**src/rtl/hazard_stall_unit.sv**
```systemverilog
// hazard_stall_unit
//   Pipeline hazard controller for the 5-stage RV32I core. Produces hold and
//   clear controls for the pipeline registers. It covers load-use bubbles,
//   taken-branch flushes and data-memory waits. A watchdog flags memory waits
//   that run too long. Two saturating counters track stall and flush cycles.
//
// Ports
//   clk, rst_n          core clock (rising edge), async active-low reset
//   inst_d, inst_e      instructions held in IF/ID and ID/EX
//   br_taken            branch/jump resolved taken in execute
//   mem_req_m           load/store occupies the memory stage
//   dmem_ready          data memory completes the access this cycle
//   err_clr             clears the sticky mem_timeout flag
//   stall_f..stall_m    hold PC, IF/ID, ID/EX, EX/MEM+MEM/WB
//   flush_d, flush_e    load NOP into IF/ID, ID/EX
//   mem_timeout         sticky watchdog flag
//   stall_cnt/flush_cnt saturating cycle counters for stall_f / flush_d
//
// state    | meaning
// ---------+---------------------------------------------------------------
// RUN      | no memory wait in progress; wait_cnt is 0
// MEM_WAIT | memory access outstanding, counting stalled cycles
// TIMEOUT  | watchdog expired, still stalling until dmem_ready

module hazard_stall_unit #(
    parameter int CNT_W    = 16,
    parameter int MAX_WAIT = 15
) (
    input  logic             clk,
    input  logic             rst_n,
    input  logic [31:0]      inst_d,
    input  logic [31:0]      inst_e,
    input  logic             br_taken,
    input  logic             mem_req_m,
    input  logic             dmem_ready,
    input  logic             err_clr,
    output logic             stall_f,
    output logic             stall_d,
    output logic             stall_e,
    output logic             stall_m,
    output logic             flush_d,
    output logic             flush_e,
    output logic             mem_timeout,
    output logic [CNT_W-1:0] stall_cnt,
    output logic [CNT_W-1:0] flush_cnt
);

    localparam int WC_W = $clog2(MAX_WAIT + 1);
    localparam logic [WC_W-1:0] WAIT_LAST = WC_W'(MAX_WAIT - 1);

    localparam logic [6:0] OP_LOAD   = 7'b0000011;
    localparam logic [6:0] OP_STORE  = 7'b0100011;
    localparam logic [6:0] OP_OP     = 7'b0110011;
    localparam logic [6:0] OP_OPIMM  = 7'b0010011;
    localparam logic [6:0] OP_BRANCH = 7'b1100011;
    localparam logic [6:0] OP_JALR   = 7'b1100111;

    typedef enum logic [1:0] {
        RUN      = 2'd0,
        MEM_WAIT = 2'd1,
        TIMEOUT  = 2'd2
    } state_t;

    state_t          state, state_next;
    logic [WC_W-1:0] wait_cnt;
    logic            mem_wait;
    logic            load_use;
    logic            uses_rs1;
    logic            uses_rs2;

    // Fields of the instructions that the hazard check never looks at.
    logic unused_inst_bits;
    assign unused_inst_bits = ^{inst_d[31:25], inst_d[14:7], inst_e[31:12]};

    logic [6:0] op_d;
    logic [6:0] op_e;
    logic [4:0] rd_e;
    assign op_d = inst_d[6:0];
    assign op_e = inst_e[6:0];
    assign rd_e = inst_e[11:7];

    assign uses_rs1 = (op_d == OP_OP) || (op_d == OP_OPIMM) || (op_d == OP_LOAD) ||
                      (op_d == OP_STORE) || (op_d == OP_BRANCH) || (op_d == OP_JALR);
    assign uses_rs2 = (op_d == OP_OP) || (op_d == OP_STORE) || (op_d == OP_BRANCH);

    assign load_use = (op_e == OP_LOAD) && (rd_e != 5'd0) &&
                      ((uses_rs1 && (inst_d[19:15] == rd_e)) ||
                       (uses_rs2 && (inst_d[24:20] == rd_e)));

    // Once a wait has started, only dmem_ready ends it; mem_req_m may drop.
    assign mem_wait = (state == RUN) ? (mem_req_m && !dmem_ready) : !dmem_ready;

    always_comb begin
        state_next = state;
        case (state)
            RUN: begin
                // With MAX_WAIT == 1 the very first stalled cycle is the last one.
                if (mem_wait) begin
                    state_next = (wait_cnt == WAIT_LAST) ? TIMEOUT : MEM_WAIT;
                end
            end
            MEM_WAIT: begin
                if (dmem_ready) begin
                    state_next = RUN;
                end else if (wait_cnt == WAIT_LAST) begin
                    state_next = TIMEOUT;
                end
            end
            TIMEOUT: begin
                if (dmem_ready) begin
                    state_next = RUN;
                end
            end
            default: state_next = RUN;
        endcase
    end

    always_comb begin
        stall_f = 1'b0;
        stall_d = 1'b0;
        stall_e = 1'b0;
        stall_m = 1'b0;
        flush_d = 1'b0;
        flush_e = 1'b0;
        if (!rst_n) begin
            // hold everything released while in reset
        end else if (mem_wait) begin
            stall_f = 1'b1;
            stall_d = 1'b1;
            stall_e = 1'b1;
            stall_m = 1'b1;
        end else if (br_taken) begin
            flush_d = 1'b1;
            flush_e = 1'b1;
        end else if (load_use) begin
            stall_f = 1'b1;
            stall_d = 1'b1;
            flush_e = 1'b1;
        end
    end

    always_ff @(posedge clk or negedge rst_n) begin
        if (!rst_n) begin
            state       <= RUN;
            wait_cnt    <= '0;
            mem_timeout <= 1'b0;
            stall_cnt   <= '0;
            flush_cnt   <= '0;
        end else begin
            state <= state_next;

            if (state_next == RUN) begin
                wait_cnt <= '0;
            end else if (state != TIMEOUT) begin
                wait_cnt <= wait_cnt + 1'b1;
            end

            if ((state_next == TIMEOUT) && (state != TIMEOUT)) begin
                mem_timeout <= 1'b1;
            end else if (err_clr) begin
                mem_timeout <= 1'b0;
            end

            if (stall_f && (stall_cnt != '1)) begin
                stall_cnt <= stall_cnt + 1'b1;
            end
            if (flush_d && (flush_cnt != '1)) begin
                flush_cnt <= flush_cnt + 1'b1;
            end
        end
    end

endmodule

```
**config.mk**
```make
export PLATFORM = sky130hd
export DESIGN_NAME = hazard_stall_unit
export DESIGN_NICKNAME = d
export VERILOG_FILES = /design/src/rtl/hazard_stall_unit.sv
export SDC_FILE = /design/constraint.sdc
export NUM_CORES = 1
export LEC_CHECK = 0
export CORE_MARGIN = 2
export CORE_UTILIZATION = 39
export CTS_CLUSTER_DIAMETER = 40
export DETAILED_ROUTE_END_ITERATION = 10
export HOLD_SLACK_MARGIN = 0.12
export MAX_ROUTING_LAYER = met4
export PLACE_DENSITY_LB_ADDON = 0.2
export SYNTH_ARGS = -nofsm -noshare
export SYNTH_HDL_FRONTEND = slang
export SYNTH_SLANG_ARGS = --single-unit
```
**constraint.sdc**
```tcl
create_clock -name clk -period 2.63 [get_ports clk]
set_clock_uncertainty 0.1 [all_clocks]
set_input_delay 0.526 -clock clk [delete_from_list [all_inputs] [get_ports clk]]
set_output_delay 0.526 -clock clk [all_outputs]
set_load 0.005 [all_outputs]
```
# Yosys cells after proc, flatten, opt, wreduce, memory -nomap -nowiden
# Index checks and enable logic that the tools add are counted.
# word_totals
ff_bits	39
latch_bits	0
mem_bits_rw	0
rom_bits	0
in_bits	70
word_cells	69
n_memories	0
# classes
n_addsub	3
multipliers	0
n_div	0
n_lt_le_gt_ge	0
n_eq_ne	16
shifts	0
muxes	23
bitwise	0
reduce_logical	22
# op_table
cell	n
$add A16 B1 Y16 const B	2
$ne A16 B16 Y1 const B	2
$mux W1	15
$eq A7 B2 Y1 const B	2
$eq A7 B6 Y1 const B	2
$eq A7 B7 Y1 const B	2
$eq A5 B5 Y1	2
$mux W2	5
$logic_and A1 B1 Y1	8
$logic_or A1 B1 Y1	8
$mux W4	2
$eq A7 B5 Y1 const B	1
$pmux W2 S3	1
$reduce_bool A5 Y1	1
$add A4 B1 Y4 const B	1
$eq A2 B2 Y1 const B	2
$eq A4 B4 Y1 const B	1
$logic_not A2 Y1	2
$reduce_bool A2 Y1	2
$eq A2 B1 Y1 const B	1
$ne A2 B2 Y1 const B	1
$logic_not A1 Y1	1

# Depth between registers and ports, before layout
# depth
depth_word	14
depth_mapped	10
mapped_depth_nobuf	8

# Least setup slack after synthesis
# No wires, ideal clock.
# synth_path
kind	in2out
start	input port inst_e[3]
end	output port stall_f
arrival_time_ns	1.904
slack_ns	0.100
cell_stages	6
n_path_buf	1
path_cell_list	or4_1 -> nor4b_2 -> o211ai_1 -> o31a_1 -> inv_1 -> buf_4
# synth_via
elab_chain_len	7
# synth_lines
item	line	text
start: declaration	32	input logic [31:0] inst_e,
$eq A7 B2 Y1	86	assign load_use = (op_e == OP_LOAD) && (rd_e != 5'd0) &&
$logic_and A1 B1 Y1 (2 in a row)	86	
$mux W1 (4 in a row)	--	
end: declaration	37	output logic stall_f,
# Every way passes these cells.

# Worst setup path in the final report
# layout_path
start	input port inst_e[5]
end	output port stall_f
# layout_via
elab_chain_len	7
# layout_lines
item	line	text
$eq A7 B2 Y1	86	
$logic_and A1 B1 Y1 (2 in a row)	86	
$mux W1	135	end else if (load_use) begin
$mux W1	132	end else if (br_taken) begin
$mux W1	127	end else if (mem_wait) begin
$mux W1	125	if (!rst_n) begin
# Every way passes these cells.

==> summary.md <==
| Metric | Value |
|---|---|
| Clock Path Buffers | 2 |
| Drt wl/cell | 13.0 um |
| Die Wd | 76.8 um |
| Number of global-route vias before repair | 1,813 |
| Hold Path Cell Cnt | 1 |
| Ratio of cells with drive above 1 in the final layout | 0.175 |
| Vias | 1,758 |
| Crit path DAT | 1970 ps |
| Worst-Skew Late Latency | 290 ps |
| Worst setup path end | stall_f |
| Total grt overflow | 0 |
| Die area | 5910 um2 |
| Drt via density | 4.79 |
| Worst reg2reg setup slack | 610 ps |
| Crit-path max FO | 3 |
| Most used DFF post-synth | dfrtp_1 |
| DP Area | 2970 um2 |
| Slew headroom | 0.681 |
| Core Region | 5110 um2 |
| Worst slew pin tran | 479 ps |
| Area growth syn-to-layout | 52.1% |
| Site row count | 26 |
| Global-route usage over all layers | 0.176 |
| First-pass GRT wire length | 8180 um |
| Path depth of the worst reg2reg path | 6 |
| Yosys warnings | 0 |
| R2r endpoint | stall_cnt[14] |
| Layout Nets | 370 |
| Post-DP HPWL | 3560 um |
| Port bufs | 73 |
| FFs w/ async S/R, synth | 1.00 |
| Final setup violating endpoints | 0 |
| MaxCap Viol Count | 0 |
| IO Count | 109 |
| Final non-filler cell area | 3150 um2 |
| Drt total wl | 4760 um |
| Crit. End Element | primary output |
| H-tree depth | 2 |
| Run status | completed |
| Crit path from | inst_e[5] |
| Post-synthesis sequential area ratio | 0.472 |
| Post-Syn Instances | 204 |
| Final Core Density | 0.616 |
| Post-synth EDFFs | 0 |
| Clock transition at the registers of the reported paths | 70 ps |
| Tmin final | 2600 ps |
| Height of the die | 76.8 um |
| Peak supply drop | 0.000383 V |
| Initial antenna violation count | 0 |
| Post-Route Setup TNS | 0 ps |
| Power density cells | 550 nW/um2 |
| Leakage | 1.44 nW |
| Initial drt markers | 54 |
| 1st-pass router iterations | 4 |
| Distinct cell type count after synthesis | 37 |
| WP data required | 2000 ps |
| Crit Path Category | input pin to primary output |
| Largest net degree at the start of global routing | 39 |
| Syn Nets | 278 |
| Worst R2R Start | stall_cnt[5] |
| CTS tree | built |
| Ant diodes | 0 |
| Fin crit share | 0.987 |
| Sequential cell area | 976 um2 |
| GPL Wtd Cong | 0.773 |
| Fmax | 0.385 GHz |
| Final hold vios | 0 |
| RSZ-0062 raised after global routing | true |
| Root buffer cell | clkbuf_8 |
| CP startpoint kind | input pin |
| Average cell area after synthesis | 10.1 um2 |
| Slew Limit Fails | 0 |
| Initial Util | 0.405 |
| Post-Syn Area | 2070 um2 |
| Hold Crit Start | flush_cnt[8] |
| CTS buffer count | 5 |
| Post-CTS Repair Setup Buffers | 0 |
| Hold Crit Class | register to register |
| Post-route DRC | 0 |
| Final antenna-violating net count | 0 |
| Flops & latches, synth | 39 |
| Fillers | 454 |
| Clock sinks | 39 |
| Area of the multi-input gates | 1110 um2 |
routing by layer:
layer,vias up,part of all wire,global-route usage
met5,-,0,-
met4,0,0.013,0.0618
met3,6,0.036,0.0341
met2,34,0.53,0.304
met1,832,0.43,0.205
li1,886,-,-
cells in the mapped netlist, types with 2 or more instances:
master,count,area (um2)
a21oi_1,6,30.0
and3_1,4,25.0
buf_4,2,15.0
clkbuf_1,2,7.51
dfrtp_1,39,976
ha_1,4,50.1
inv_1,6,22.5
mux2_2,3,33.8
nand2_1,20,75.1
nand2b_1,4,25.0
nand3_1,13,65.1
nand4_1,10,62.6
nor2_1,26,97.6
nor2b_1,2,12.5
nor3_1,3,15.0
or4_1,2,15.0
xnor2_1,20,175
xor2_1,19,166
stage by stage:
stage               setup WS, ps  hold WS (ps)  power [mW]  std cells
floorplan                   99.9           130       0.947        204
global placement            -717           241        1.23        358
detailed placement          -707           239        1.24        358
CTS                        -80.3           398        1.75        367
global route               -22.9           422        1.84        367
finish                      33.8           394        1.73        367
layout by cell type (no fill, tap or decap), types with 3 or more instances in the layout:
cell type and count:
a21oi_1 6, and3_1 4, buf_2 4, buf_4 15
buf_6 3, clkbuf_8 6, clkdlybuf4s50_1 53, dfrtp_1 39
dlygate4sd2_1 3, dlymetal6s2s_1 6, ha_1 4, inv_1 5
mux2_2 3, nand2_1 20, nand2b_1 4, nand3_1 12
nand4_1 10, nor2_1 26, xnor2_1 20, xor2_1 18
cells by family after synthesis:
| kind of cell | after synthesis | share of synthesized area |
|---|---|---|
| xor gates and xnor gates | 39 | 0.165 |
| AOI/OAI and AO/OA | 15 | 0.0635 |
| muxes | 3 | 0.0163 |
| buffers and inverters | 10 | 0.0218 |
| DFF | 39 | 0.472 |
| and+or+nand+nor | 94 | 0.238 |
| adders and majority gates | 4 | 0.0242 |
power breakdown:
group          internal [mW]  switching [mW]
sequential             0.681           0.104
combinational          0.278           0.159
clock                  0.307           0.204
layout make-up:
| cell class | instances | area share |
|---|---|---|
| sequential | 39 | 0.310 |
| inverter | 6 | 0.00715 |
| tap | 70 | 0.0278 |
| clock buffer | 6 | 0.0262 |
| clock inverter | 2 | 0.0111 |
| multi-input combinational | 155 | 0.351 |
| timing repair buffer | 89 | 0.266 |
worst min path at each step:
stage / to / slack (ps)
6_report: flush_cnt[8] / 390
5_1_grt: stall_cnt[10] / 420
4_1_cts: flush_cnt[8] / 400
3_5_place_dp: wait_cnt[1] / 240
3_3_place_gp: wait_cnt[1] / 240
2_1_floorplan: flush_cnt[0] / 130
state kept, by name (all words and copies together), names as in the netlist:
signal,cells
stall_cnt,16
wait_cnt,4
flush_cnt,16
mem_timeout,1
state,2
critical path: stages:
cell and delay, ps:
buf_6 90, or4_4 530, nor4b_4 210, o211ai_1 150
o31a_1 290, inv_2 70, buf_2 100
timing repair:
item / in CTS / in global routing
setup endpoints to repair: 19 / 14
pin swaps: 6 / 11
gates resized for setup: 34 / 21
endpoints found under the hold margin: 1 / 0
hold buffers: 1 / 0
Power figures use the tool's default switching activity.
